File: src/rtl/display_processor_pkg.sv
// Shared display-processor types: store size encoding, framebuffer write-queue entry,
// write-arbiter state, and the store-to-byte-lane formatting helpers.
package display_processor_pkg;

  localparam int FB_ADDR_W = 17;

  typedef enum logic [1:0] {
    MEM_BYTE = 2'd0,
    MEM_HALF = 2'd1,
    MEM_WORD = 2'd2
  } mem_size_t;

  typedef struct packed {
    logic [FB_ADDR_W-1:0] addr;
    logic [3:0]           we;
    logic [31:0]          wdata;
  } fb_wr_entry_t;

  typedef enum logic {
    ARB_NORMAL,
    ARB_FORCE_WR
  } fb_arb_state_t;

  function automatic logic fb_store_misaligned(input logic [1:0] lane, input mem_size_t size);
    case (size)
      MEM_BYTE: return 1'b0;
      MEM_HALF: return lane[0];
      default:  return lane != 2'b00;
    endcase
  endfunction

  // Lane replication lets the RAM pick the right bytes purely from the write enables.
  function automatic fb_wr_entry_t fb_format_store(input logic [FB_ADDR_W+1:0] byte_addr,
                                                   input logic [31:0]          data,
                                                   input mem_size_t            size);
    fb_wr_entry_t e;
    e.addr = byte_addr[FB_ADDR_W+1:2];
    case (size)
      MEM_BYTE: begin
        e.we    = 4'b0001 << byte_addr[1:0];
        e.wdata = {4{data[7:0]}};
      end
      MEM_HALF: begin
        e.we    = byte_addr[1] ? 4'b1100 : 4'b0011;
        e.wdata = {2{data[15:0]}};
      end
      default: begin
        e.we    = 4'b1111;
        e.wdata = data;
      end
    endcase
    return e;
  endfunction

endpackage

File: src/rtl/fb_write_arbiter_if.sv
// Requester-side bundle of the framebuffer arbiter: CPU store path and scanout read path.
interface fb_write_arbiter_if
  import display_processor_pkg::*;
#(
  parameter int ADDR_W = FB_ADDR_W
);
  logic              e_fb_write;
  logic [ADDR_W+1:0] e_addr;
  logic [31:0]       e_wdata;
  mem_size_t         e_mem_size;
  logic              cpu_stall;
  logic              fb_misalign;

  logic              so_req;
  logic [ADDR_W-1:0] so_addr;
  logic              so_gnt;
  logic              so_rvalid;
  logic [31:0]       so_rdata;

  modport master (
    output e_fb_write, e_addr, e_wdata, e_mem_size, so_req, so_addr,
    input  cpu_stall, fb_misalign, so_gnt, so_rvalid, so_rdata
  );

  modport slave (
    input  e_fb_write, e_addr, e_wdata, e_mem_size, so_req, so_addr,
    output cpu_stall, fb_misalign, so_gnt, so_rvalid, so_rdata
  );
endinterface

File: src/rtl/fb_store_fifo.sv
// Synchronous FIFO of formatted framebuffer writes; head is visible combinationally.
// Callers must not push when full nor pop when empty.
module fb_store_fifo
  import display_processor_pkg::*;
#(
  parameter int DEPTH = 4
) (
  input  logic         clk,
  input  logic         rst,
  input  logic         push,
  input  fb_wr_entry_t push_data,
  input  logic         pop,
  output logic         full,
  output logic         empty,
  output fb_wr_entry_t head
);
  localparam int PTR_W = $clog2(DEPTH);

  fb_wr_entry_t       mem [DEPTH];
  logic [PTR_W-1:0]   wr_ptr;
  logic [PTR_W-1:0]   rd_ptr;
  logic [PTR_W:0]     count;

  // NOTE: storage carries no reset; only pointers and count define which entries are live.
  always_ff @(posedge clk) begin
    if (push) mem[wr_ptr] <= push_data;
  end

  // NOTE: sequential state uses non-blocking assignments so every register sees pre-edge values.
  always_ff @(posedge clk) begin
    if (rst) begin
      wr_ptr <= '0;
      rd_ptr <= '0;
      count  <= '0;
    end else begin
      if (push) wr_ptr <= wr_ptr + PTR_W'(1);
      if (pop)  rd_ptr <= rd_ptr + PTR_W'(1);
      count <= count + (PTR_W+1)'(push) - (PTR_W+1)'(pop);
    end
  end

  assign full  = count == (PTR_W+1)'(DEPTH);
  assign empty = count == '0;
  assign head  = mem[rd_ptr];
endmodule

File: src/rtl/fb_write_arbiter.sv
// Single-port framebuffer arbiter: scanout reads win, queued CPU stores get a forced slot
// after MAX_DEFER blocked cycles. Define FB_ARB_STATS_EN to add stall/forced-write counters.
module fb_write_arbiter
  import display_processor_pkg::*;
#(
  parameter int ADDR_W     = FB_ADDR_W,
  parameter int FIFO_DEPTH = 4,
  parameter int MAX_DEFER  = 8
) (
  input  logic              clk,
  input  logic              rst,
  fb_write_arbiter_if.slave bus,
  output logic              fb_en,
  output logic [3:0]        fb_we,
  output logic [ADDR_W-1:0] fb_addr,
  output logic [31:0]       fb_wdata,
  input  logic [31:0]       fb_rdata
`ifdef FB_ARB_STATS_EN
  ,
  output logic [31:0]       stat_stall_cycles,
  output logic [15:0]       stat_forced_wr
`endif
);
  localparam int DEFER_W = $clog2(MAX_DEFER + 1);

  fb_arb_state_t      state, state_nxt;
  logic [DEFER_W-1:0] defer_cnt, defer_cnt_nxt;
  fb_wr_entry_t       store_entry, head;
  logic               full, empty, misaligned, push, pop, so_gnt, so_rvalid_q;

  assign misaligned  = fb_store_misaligned(bus.e_addr[1:0], bus.e_mem_size);
  assign store_entry = fb_format_store(bus.e_addr, bus.e_wdata, bus.e_mem_size);

  // Fullness is the registered count, so a same-cycle pop never frees a slot for the pusher.
  assign push            = !rst && bus.e_fb_write && !full && !misaligned;
  assign bus.cpu_stall   = !rst && bus.e_fb_write && full;
  assign bus.fb_misalign = !rst && bus.e_fb_write && !full && misaligned;

  fb_store_fifo #(.DEPTH(FIFO_DEPTH)) u_fifo (
    .clk       (clk),
    .rst       (rst),
    .push      (push),
    .push_data (store_entry),
    .pop       (pop),
    .full      (full),
    .empty     (empty),
    .head      (head)
  );

  // NOTE: every signal driven here gets a default first so no path can infer a latch.
  always_comb begin
    state_nxt     = state;
    defer_cnt_nxt = defer_cnt;
    so_gnt        = 1'b0;
    pop           = 1'b0;
    if (!rst) begin
      case (state)
        ARB_NORMAL: begin
          if (bus.so_req) begin
            so_gnt = 1'b1;
            if (empty) begin
              defer_cnt_nxt = '0;
            end else if (defer_cnt == DEFER_W'(MAX_DEFER - 1)) begin
              state_nxt = ARB_FORCE_WR;
            end else begin
              defer_cnt_nxt = defer_cnt + DEFER_W'(1);
            end
          end else begin
            pop           = !empty;
            defer_cnt_nxt = '0;
          end
        end
        ARB_FORCE_WR: begin
          pop           = !empty;
          defer_cnt_nxt = '0;
          state_nxt     = ARB_NORMAL;
        end
        default: state_nxt = ARB_NORMAL;
      endcase
    end
  end

  always_ff @(posedge clk) begin
    if (rst) begin
      state       <= ARB_NORMAL;
      defer_cnt   <= '0;
      so_rvalid_q <= 1'b0;
    end else begin
      state       <= state_nxt;
      defer_cnt   <= defer_cnt_nxt;
      so_rvalid_q <= so_gnt;
    end
  end

  assign fb_en         = so_gnt || pop;
  assign fb_we         = pop ? head.we : 4'b0000;
  assign fb_addr       = pop ? head.addr : bus.so_addr;
  assign fb_wdata      = pop ? head.wdata : 32'h0;
  assign bus.so_gnt    = so_gnt;
  assign bus.so_rvalid = so_rvalid_q;
  assign bus.so_rdata  = so_rvalid_q ? fb_rdata : 32'h0;

`ifdef FB_ARB_STATS_EN
  always_ff @(posedge clk) begin
    if (rst) begin
      stat_stall_cycles <= '0;
      stat_forced_wr    <= '0;
    end else begin
      if (bus.cpu_stall && stat_stall_cycles != '1)
        stat_stall_cycles <= stat_stall_cycles + 32'd1;
      if (state == ARB_NORMAL && state_nxt == ARB_FORCE_WR && stat_forced_wr != '1)
        stat_forced_wr <= stat_forced_wr + 16'd1;
    end
  end
`endif
endmodule

File: src/flat_wrapper.sv
// flat-port wrapper written by rule: the top's interface ports become plain ports
module fb_write_arbiter_flat import display_processor_pkg::*;
#(
  parameter int ADDR_W     = FB_ADDR_W,
  parameter int FIFO_DEPTH = 4,
  parameter int MAX_DEFER  = 8
)
  (clk, rst, fb_en, fb_we, fb_addr, fb_wdata, fb_rdata, bus_e_fb_write, bus_e_addr, bus_e_wdata, bus_e_mem_size, bus_so_req, bus_so_addr, bus_cpu_stall, bus_fb_misalign, bus_so_gnt, bus_so_rvalid, bus_so_rdata);
  fb_write_arbiter_if #(.ADDR_W(ADDR_W)) bus_i ();
  input  logic clk;
  input  logic rst;
  output logic fb_en;
  output logic [3:0] fb_we;
  output logic [ADDR_W-1:0] fb_addr;
  output logic [31:0] fb_wdata;
  input  logic [31:0] fb_rdata;
  input wire logic [$bits(bus_i.e_fb_write)-1:0] bus_e_fb_write;
  input wire logic [$bits(bus_i.e_addr)-1:0] bus_e_addr;
  input wire logic [$bits(bus_i.e_wdata)-1:0] bus_e_wdata;
  input wire logic [$bits(bus_i.e_mem_size)-1:0] bus_e_mem_size;
  input wire logic [$bits(bus_i.so_req)-1:0] bus_so_req;
  input wire logic [$bits(bus_i.so_addr)-1:0] bus_so_addr;
  output wire logic [$bits(bus_i.cpu_stall)-1:0] bus_cpu_stall;
  output wire logic [$bits(bus_i.fb_misalign)-1:0] bus_fb_misalign;
  output wire logic [$bits(bus_i.so_gnt)-1:0] bus_so_gnt;
  output wire logic [$bits(bus_i.so_rvalid)-1:0] bus_so_rvalid;
  output wire logic [$bits(bus_i.so_rdata)-1:0] bus_so_rdata;
  assign bus_i.e_fb_write = bus_e_fb_write;
  assign bus_i.e_addr = bus_e_addr;
  assign bus_i.e_wdata = bus_e_wdata;
  assign bus_i.e_mem_size = bus_e_mem_size;
  assign bus_i.so_req = bus_so_req;
  assign bus_i.so_addr = bus_so_addr;
  assign bus_cpu_stall = bus_i.cpu_stall;
  assign bus_fb_misalign = bus_i.fb_misalign;
  assign bus_so_gnt = bus_i.so_gnt;
  assign bus_so_rvalid = bus_i.so_rvalid;
  assign bus_so_rdata = bus_i.so_rdata;
  fb_write_arbiter #(.ADDR_W(ADDR_W), .FIFO_DEPTH(FIFO_DEPTH), .MAX_DEFER(MAX_DEFER)) u_core (.clk(clk), .rst(rst), .bus(bus_i), .fb_en(fb_en), .fb_we(fb_we), .fb_addr(fb_addr), .fb_wdata(fb_wdata), .fb_rdata(fb_rdata));
endmodule
File: config.mk
export PLATFORM = sky130hd
export DESIGN_NAME = fb_write_arbiter_flat
export DESIGN_NICKNAME = d
export VERILOG_FILES = /design/src/rtl/display_processor_pkg.sv /design/src/rtl/fb_write_arbiter_if.sv /design/src/rtl/fb_store_fifo.sv /design/src/rtl/fb_write_arbiter.sv /design/src/flat_wrapper.sv
export SDC_FILE = /design/constraint.sdc
export NUM_CORES = 1
export LEC_CHECK = 0
export ABC_CLOCK_PERIOD_IN_PS = 5900
export CAP_MARGIN = 15
export CORE_MARGIN = 4
export CORE_UTILIZATION = 50
export CTS_CLUSTER_SIZE = 20
export DETAILED_ROUTE_END_ITERATION = 7
export PLACE_DENSITY = 0.88
export SETUP_SLACK_MARGIN = 0.02
export SKIP_LAST_GASP = 1
export SLEW_MARGIN = 0
export SYNTH_ARGS = -nofsm -noshare
export SYNTH_HDL_FRONTEND = slang
export SYNTH_SLANG_ARGS = --single-unit
File: constraint.sdc
create_clock -name clk -period 5.9 [get_ports clk]
set_input_delay 1.18 -clock clk [delete_from_list [all_inputs] [get_ports clk]]
set_output_delay 1.18 -clock clk [all_outputs]
set_load 0.01 [all_outputs]
-- Word-level counts from Yosys, hierarchy flattened
Memories as Yosys holds them, arrays and structs flattened. A register that Yosys moved wholly into a read port is not among the register bits.
Cells that the tools add are included.
- register bits: 13
- bits in writable memories: 212
- memories: 1
- bits of input ports: 106
- memory list (memory ; words ; bits a word ; read ports ; clocked after memory_dff ; wr ports ; RTL line ; source):
    u_core.u_fifo.mem ; 4 ; 53 ; 1 ; 1 ; 1 ; fb_store_fifo.sv:19 ; fb_wr_entry_t mem [DEPTH];
- $add $sub $neg: 5
- multiplexer cells: 25
- shift-type cells: 1
- bitwise gates (word level): 1
- reduce and logical (&&, ||, !) cells: 13
- equal/unequal tests: 4
- operator list (kind ; count):
    $pmux W36 S2 ; 1
    $mux W32 ; 2
    $mux W4 ; 5
    $mux W17 ; 1
    $mux W1 ; 10
    $pmux W4 S2 ; 1
    $pmux W1 S2 ; 3
    $logic_and A1 B1 Y1 ; 5
    $add A2 B1 Y2 const B ; 2
    $add A4 B1 Y4 const B ; 1
    $eq A4 B3 Y1 const B ; 1
    $logic_not A1 Y1 ; 4
    $mux W2 ; 2
    $ne A4 B3 Y1 const B ; 1
    $shl A1 B2 Y4 const A ; 1
    $add A3 B1 Y3 ; 1
    $eq A3 B3 Y1 const B ; 1
    $logic_not A3 Y1 ; 1
    $sub A3 B1 Y3 ; 1
    $eq A2 B1 Y1 const B ; 1
    $logic_not A2 Y1 ; 1
    $reduce_bool A2 Y1 ; 1
    $logic_or A1 B1 Y1 ; 1
    $not A1 Y1 ; 1

-- Longest topological paths before layout
Gate-level depths: netlist of the first run.
- word-level depth: 7
- depth in mapped cells: 10
- mapped depth without buffers: 8

-- By module
From an unflattened synthesis of the first run, not the netlist that was laid out.
- cell total of the unflattened synthesis: 498
- area total of the unflattened synthesis: 9509.1 sq um
- by module, submodules not included (module ; sequential area each (sq um) ; times used ; cells each ; area an instance (sq um)):
    fb_store_fifo ; 6546.3 ; 1 ; 319 ; 8150.3
    fb_write_arbiter ; 120.1 ; 1 ; 179 ; 1358.8

-- Least setup slack after synthesis of the first run
No wires, ideal clock.
- path kind: in2reg
- from: input bus_e_fb_write
- to: memory u_core.u_fifo.mem[0][0] (netlist name), enable pin
- arrival: 2982 ps
- stages: 4
- buffers on the path: 1
- slack: 2502 ps
- path through: nor2b_1 o211a_1 buf_2 and2_1
- longest elaborated chain between the ends: 5
- ends and longest elaborated chain (element ; RTL line ; source):
    from (decl) ; flat_wrapper.sv:17 ; input wire logic [$bits(bus_i.e_fb_write)-1:0] bus_e_fb_write;
    $logic_and A1 B1 Y1 (3 in series) ; fb_write_arbiter.sv:35 ; assign push = !rst && bus.e_fb_write && !full && !misaligned;
    $mux W1 ; fb_store_fifo.sv:26 ; if (push) mem[wr_ptr] <= push_data;
    $mux W1 (not written as such) ; fb_store_fifo.sv:26 ;
    to (decl) ; fb_store_fifo.sv:19 ;
Every way passes these cells.

-- Worst setup path after layout of the first run
- from: input rst
- to: output fb_wdata[17]
- longest elaborated chain between the ends: 2
- ends and longest elaborated chain (element ; RTL line ; source):
    from (decl) ; flat_wrapper.sv:11 ; input logic rst;
    $mux W1 ; fb_write_arbiter.sv:56 ; if (!rst) begin
    $mux W32 ; fb_write_arbiter.sv:98 ; assign fb_wdata = pop ? head.wdata : 32'h0;
    to (decl) ; flat_wrapper.sv:15 ; output logic [31:0] fb_wdata;
Every way passes these cells.

==> results of run 1 <==
-- cells in the final DEF, fill, tap and decap left out, drive strengths merged --
cell,Yosys,routed
mux2i,11,11
a21oi,4,4
xnor2,3,3
clkbuf,9,25
o31ai,3,3
o21bai,4,4
o211a,1,1
nand2b,1,1
nor2b,41,41
or3b,1,1
nor3b,2,2
fa,1,1
dfxtp,15,15
clkdlybuf4s50,0,195
buf,19,13
clkinv,0,14
nand2,11,11
xor2,1,1
and2,36,36
inv,6,6
nand4,1,1
clkinvlp,0,2
o2111ai,1,1
nand3,3,3
nor2,11,11
nor3,2,2
or3,1,1
edfxtp,212,212
nand3b,1,1
o311ai,1,1
mux4,53,53
o21ai,9,9
ha,6,6
mux2,33,33
-- cell families after synthesis --
| group | count (synthesis) |
|---|---|
| multiplexers | 97 |
| buffers and inverters | 34 |
| XOR/XNOR | 4 |
| adder cells (fa/ha/maj) | 7 |
| flip-flops | 227 |
| AND/OR/NAND/NOR | 111 |
| AO/OA/AOI/OAI | 23 |
-- power groups by stage --
stage	registers (mW)	logic, mW	clock network (mW)
after floorplan	1.87	0.385	0
after global placement	1.92	0.581	0
after detailed placement	1.93	0.595	0
after CTS	1.89	0.601	1.29
after global routing	1.86	0.678	1.36
final	1.86	0.634	1.27
-- per-stage QoR --
stage / util, % / setup WS, ns / power (mW) / cells
floorplan: - / 2.50 / 2.26 / 503
global placement: 62.5 / 1.05 / 2.50 / 916
detailed placement: 62.5 / 0.958 / 2.52 / 916
CTS: 66.0 / 0.915 / 3.78 / 957
global route: 66.1 / 0.770 / 3.90 / 958
finish: 66.1 / 0.975 / 3.76 / 958
-- area by class of cell --
cell class                      count  area share, %
Clock buffer                       25           4.71
Inverter                            6          0.182
Timing Repair Buffer              208           16.8
Sequential cell                   227           53.9
Tap cell                          234           2.37
Multi-Input combinational cell    242           21.4
Clock inverter                     16          0.577
-- final timing paths --
path / slack, ns / start / end / cells past startpoint
worst max-delay path: 0.97 / rst / fb_wdata[17] / 6
worst min-delay path: 0.48 / u_core.state / u_core.bus.so_rvalid / 1
worst min register to register: 0.48 / u_core.state / u_core.bus.so_rvalid / 1
worst max register to register: 3.13 / u_core.u_fifo.count[1] / u_core.u_fifo.count[2] / 9
-- flip-flops by register name, summed over array words and instances (netlist names), named ones only --
signal / count
u_core.defer_cnt: 4
u_core.u_fifo.mem: 212
u_core.u_fifo.wr_ptr: 2
u_core.state: 1
u_core.u_fifo.rd_ptr: 2
u_core.u_fifo.count: 3
u_core.bus.so_rvalid: 1
-- routing by layer --
layer / GRT usage [%] / vias to the layer above / share of wire [%]
met5: 0 / - / 0
met4: 4.84 / 0 / 2.1
met3: 3.61 / 33 / 5.8
met2: 32.2 / 214 / 50
met1: 26.7 / 2638 / 42
li1: - / 2373 / -
-- worst max-delay path, delay by kind of cell --
family,cells,cell delay [ns]
buffers and inverters,4,1.82
and+or+nand+nor,2,0.73
==> results.yml, run 1 <==
logic_synthesis:
  synthTopCellsByCount: "212 x edfxtp_1, 49 x mux4_2, 41 x nor2b_1, 36 x and2_1, 26 x mux2_2"
  synth_xor_area_share_pct: 0.368
  avgSynthCellArea_um2: 18.9
  syn_inst: 503
  synthAdderAreaFrac_pct: 0.999
  syn_nets: 616
  synth_simple_gate_area_share_pct: 6.82
  synth_top_area_share_pct: 66.9
  synth.area.top_cells: "edfxtp_1 67%, mux4_2 12%, dfxtp_1 3.2%, mux2_2 3.1%, nor2b_1 2.7%"
  yosysMostFrequentCell: "edfxtp_1"
  yosysTopAreaCell: "edfxtp_1"
  yosys_warnings: 0
  synth_edf_count: 212
  synth_cell_types: 38
  async_flop_share_pct: 0
  synth_compound_area_share_pct: 1.53
  synth_top_family_by_area: "multiplexers"
  seq_area_frac_synth_pct: 70.0
  ys.flop_type: "edfxtp_1"
  synth.area.mux_share_pct: 18.0
  synth-seq-cells: 227
  synth_area_um2: 9520
sta:
  holdWs_ns: 0.478
  fmax_mhz: 203
  skew_ns: 0.00641
  period_share_pct: 83.5
  slew_violations: 0
  setup_viol: 0
  hold_viol_final: 0
  worst_pin_slew_ns: 0.816
  setup_tns_ns: 0
  grt_setup_unrepaired: "no"
  relSlewSlack_pct: 45.6
  min_period_ns: 4.93
floorplanning:
  core_area_um2: 18700
  die_h_um: 146
  start_util_pct: 50.9
  die_x_um: 146
  die_area_um2: 21300
  io-pin-count: 196
  num_rows: 50
clock_tree:
  post_cts_buffers: 0
  cts-root-buf: "clkbuf_16"
  cts.sink_count: 227
  cts_tree: "done"
  clock_path_buffers: 3
  post_cts_resized: 0
  cts_buffers: 23
  clkLatencyLatePin_ns: 0.49
  h-tree-depth: 1
  clk_pin_slew_ns: 0.06
  hold_buffers: 0
routing:
  drtAntennaViolNets: 0
  drt_wl_total_mm: 20.9
  num_vias: 5258
  via_per_inst: 5.49
  first_iter_violations: 362
  first_pass_iters: 5
  routedWlPerCell_um: 21.8
  drc: 0
global_routing:
  grt_pass1_wl_mm: 32.4
  antenna_found_initial: 0
  grt_max_degree: 54
  overflow: 0
  grt_usage_pct: 19.3
  grt_pass1_vias: 5587
power_and_ir_drop:
  clkPwrFrac_pct: 33.7
  pwr-share-seq_pct: 49.4
  swShare_pct: 23.1
  max-vdd-ir-drop_v: 0.000255
  power_density_nw_per_um2: 304
  p_switching_mw: 0.867
  p_comb_share_pct: 16.9
  intPower_mw: 2.89
  leakage_nw: 4.06
critical_path:
  critPathKind: "input pin to primary output"
  cp.arrival_ns: 3.75
  path_common_cell: "clkdlybuf4s50_1"
  critical_path.cell_chain: "clkdlybuf4s50_1 > inv_1 > nand3_2 > buf_12 > nor2b_1 > clkdlybuf4s50_1"
  cp.required_ns: 4.72
  endpoint_kind: "primary output"
  cp-start-kind: "input pin"
  cp_slowest_cell: "clkdlybuf4s50_1"
  worst_path_largest_cell_delay_ns: 0.61
  cp_max_fo: 31
final_layout:
  syn2layout_area_growth_pct: 30.0
  drive_gt1_share_pct: 18.1
  n_antenna_cell: 0
  postLayoutCellArea_um2: 12400
  fillers: 1215
  nNetsFinal: 821
  regArea_um2: 6670
  multi_input_area_um2: 2650
place:
  placed_cell_area_um2: 11700
  portBuffers: 195
  gp_congestion: 0.820
  dp_hpwl_mm: 14.0
flow_run:
  max-cap-violations: 0
min_path:
  min_path_type: "register to register"
run_status:
  status: "completed"
No activity file was read; power rests on OpenSTA's default activity.
==> run 2: changes to the inputs <==
--- a/config.mk
+++ b/config.mk
@@ -5,7 +5,7 @@
 export SDC_FILE = /design/constraint.sdc
 export NUM_CORES = 1
 export LEC_CHECK = 0
-export ABC_CLOCK_PERIOD_IN_PS = 5900
+export ABC_CLOCK_PERIOD_IN_PS = 4700
 export CAP_MARGIN = 15
 export CORE_MARGIN = 4
 export CORE_UTILIZATION = 50
==> constraint.sdc (replaced) <==
create_clock -name clk -period 4.7 [get_ports clk]
set_input_delay 0.94 -clock clk [delete_from_list [all_inputs] [get_ports clk]]
set_output_delay 0.94 -clock clk [all_outputs]
set_load 0.01 [all_outputs]
==> results.yml, run 2 (synthesis gave the netlist of run 1 again) <==
run_status:
  status: "completed"
routing:
  drtAntennaViolNets: 0
  routedWlPerCell_um: 21.6
  drt_wl_total_mm: 20.7
  drc: 0
  via_per_inst: 5.52
  first_iter_violations: 385
  num_vias: 5284
  first_pass_iters: 4
sta:
  setup_viol: 0
  worst_pin_slew_ns: 0.824
  period_share_pct: 83.4
  slew_violations: 0
  min_period_ns: 3.92
  hold_viol_final: 0
  fmax_mhz: 255
  finalWorstSetupSlack_ns: 0.782
  setup_tns_ns: 0
  holdWs_ns: 0.489
  grt_setup_unrepaired: "no"
  skew_ns: 0.00845
  relSlewSlack_pct: 45.1
power_and_ir_drop:
  pwr-share-seq_pct: 47.9
  max-vdd-ir-drop_v: 0.000242
  p_switching_mw: 1.10
  power_density_nw_per_um2: 393
  swShare_pct: 22.4
  finalPower_mw: 4.89
  clkPwrFrac_pct: 36.4
  intPower_mw: 3.80
  p_comb_share_pct: 15.7
  leakage_nw: 4.10
critical_path:
  cp_top_family: "buffers and inverters"
  path_common_cell: "clkdlybuf4s50_1"
  endpoint_kind: "primary output"
  cp_slowest_cell: "clkdlybuf4s50_1"
  path_buf_inv: 5
  cp_max_fo: 56
  cp.arrival_ns: 2.98
  worst_path_largest_cell_delay_ns: 0.48
  critical_path.cell_chain: "clkdlybuf4s50_1 > buf_4 > inv_1 > nand3_2 > buf_12 > mux2_2 > clkdlybuf4s50_1"
  critPathKind: "input pin to primary output"
  cp.required_ns: 3.76
  cp-start-kind: "input pin"
clock_tree:
  cts.sink_count: 227
  clock_path_buffers: 3
  post_cts_buffers: 0
  h-tree-depth: 1
  cts_buffers: 23
  hold_buffers: 0
  cts_tree: "done"
  clkLatencyLatePin_ns: 0.49
  post_cts_resized: 0
  cts-root-buf: "clkbuf_16"
  clk_pin_slew_ns: 0.06
floorplanning:
  die_area_um2: 21300
  start_util_pct: 50.9
  die_h_um: 146
  core_area_um2: 18700
  die_x_um: 146
  num_rows: 50
  io-pin-count: 196
final_layout:
  drive_gt1_share_pct: 19.2
  n_antenna_cell: 0
  mostFrequentLayoutCell: "edfxtp_1"
  syn2layout_area_growth_pct: 30.7
  top_regs: "u_core.u_fifo.mem (212), u_core.defer_cnt (4), u_core.u_fifo.count (3)"
  layout_common_cells: "212 x edfxtp_1, 195 x clkdlybuf4s50_1, 49 x mux4_2, 41 x nor2b_1, 32 x and2_1"
  top_register: "u_core.u_fifo.mem"
  fillers: 1205
  nNetsFinal: 821
  regArea_um2: 6670
  multi_input_area_um2: 2650
  largest_reg_flops: 212
global_routing:
  antenna_found_initial: 1
  grt_pass1_vias: 5686
  grt_max_degree: 57
  grt_usage_pct: 19.5
  grt_pass1_wl_mm: 32.4
  overflow: 0
place:
  portBuffers: 195
  dp_hpwl_mm: 13.5
  gp_congestion: 0.814
  dpl_worst_slack_ns: 0.822
min_path:
  min_path_type: "register to register"
flow_run:
  max-cap-violations: 0
[run 2: area by class of cell]
| type | count | area share [%] |
|---|---|---|
| clock buffers | 23 | 4.63 |
| clock inverters | 18 | 1.36 |
| inverters | 6 | 0.181 |
| multi-input cells | 242 | 21.3 |
| flip-flops and latches | 227 | 53.6 |
| well taps | 234 | 2.35 |
| repair buffers | 208 | 16.6 |
[run 2: power by group through the flow]
stage               sequential [mW]  combinational, mW  clock (mW)
floorplan                      2.35              0.483           0
global placement               2.38              0.751           0
detailed placement             2.39              0.771           0
CTS                            2.35              0.776        1.82
global route                   2.36              0.824        1.92
finish                         2.34              0.766        1.78
[run 2: worst reg2reg max path: stages (launching register included)]
cell and delay (ns):
dfxtp_1 0.36, or3_4 0.40, nand3_2 0.11, buf_12 0.26
xnor2_1 0.18, ha_1 0.16, inv_1 0.05, fa_1 0.40
xnor2_1 0.16, nor2_1 0.05
[run 2: per-stage QoR]
step	utilization, %	std cells	area [µm²]
after global placement	62.5	917	11700
final	66.5	958	12400
after detailed placement	62.5	917	11700
after global routing	66.5	958	12400
after CTS	66.5	958	12400
after floorplan	-	503	9520
[run 2: metal layers]
layer	track usage (%)	share of wire [%]
met5	0	0
met4	5.56	2.4
met3	3.36	6.8
met2	32.3	50
met1	27.0	41
[run 2: path summary, 6_finish.rpt]
check                    startpoint                     end  slack, ns  cells past startpoint
min                    u_core.state    u_core.bus.so_rvalid       0.49                      1
min reg2reg            u_core.state    u_core.bus.so_rvalid       0.49                      1
max                             rst             fb_addr[15]       0.78                      7
max reg2reg  u_core.u_fifo.count[1]  u_core.u_fifo.count[2]       2.47                      9
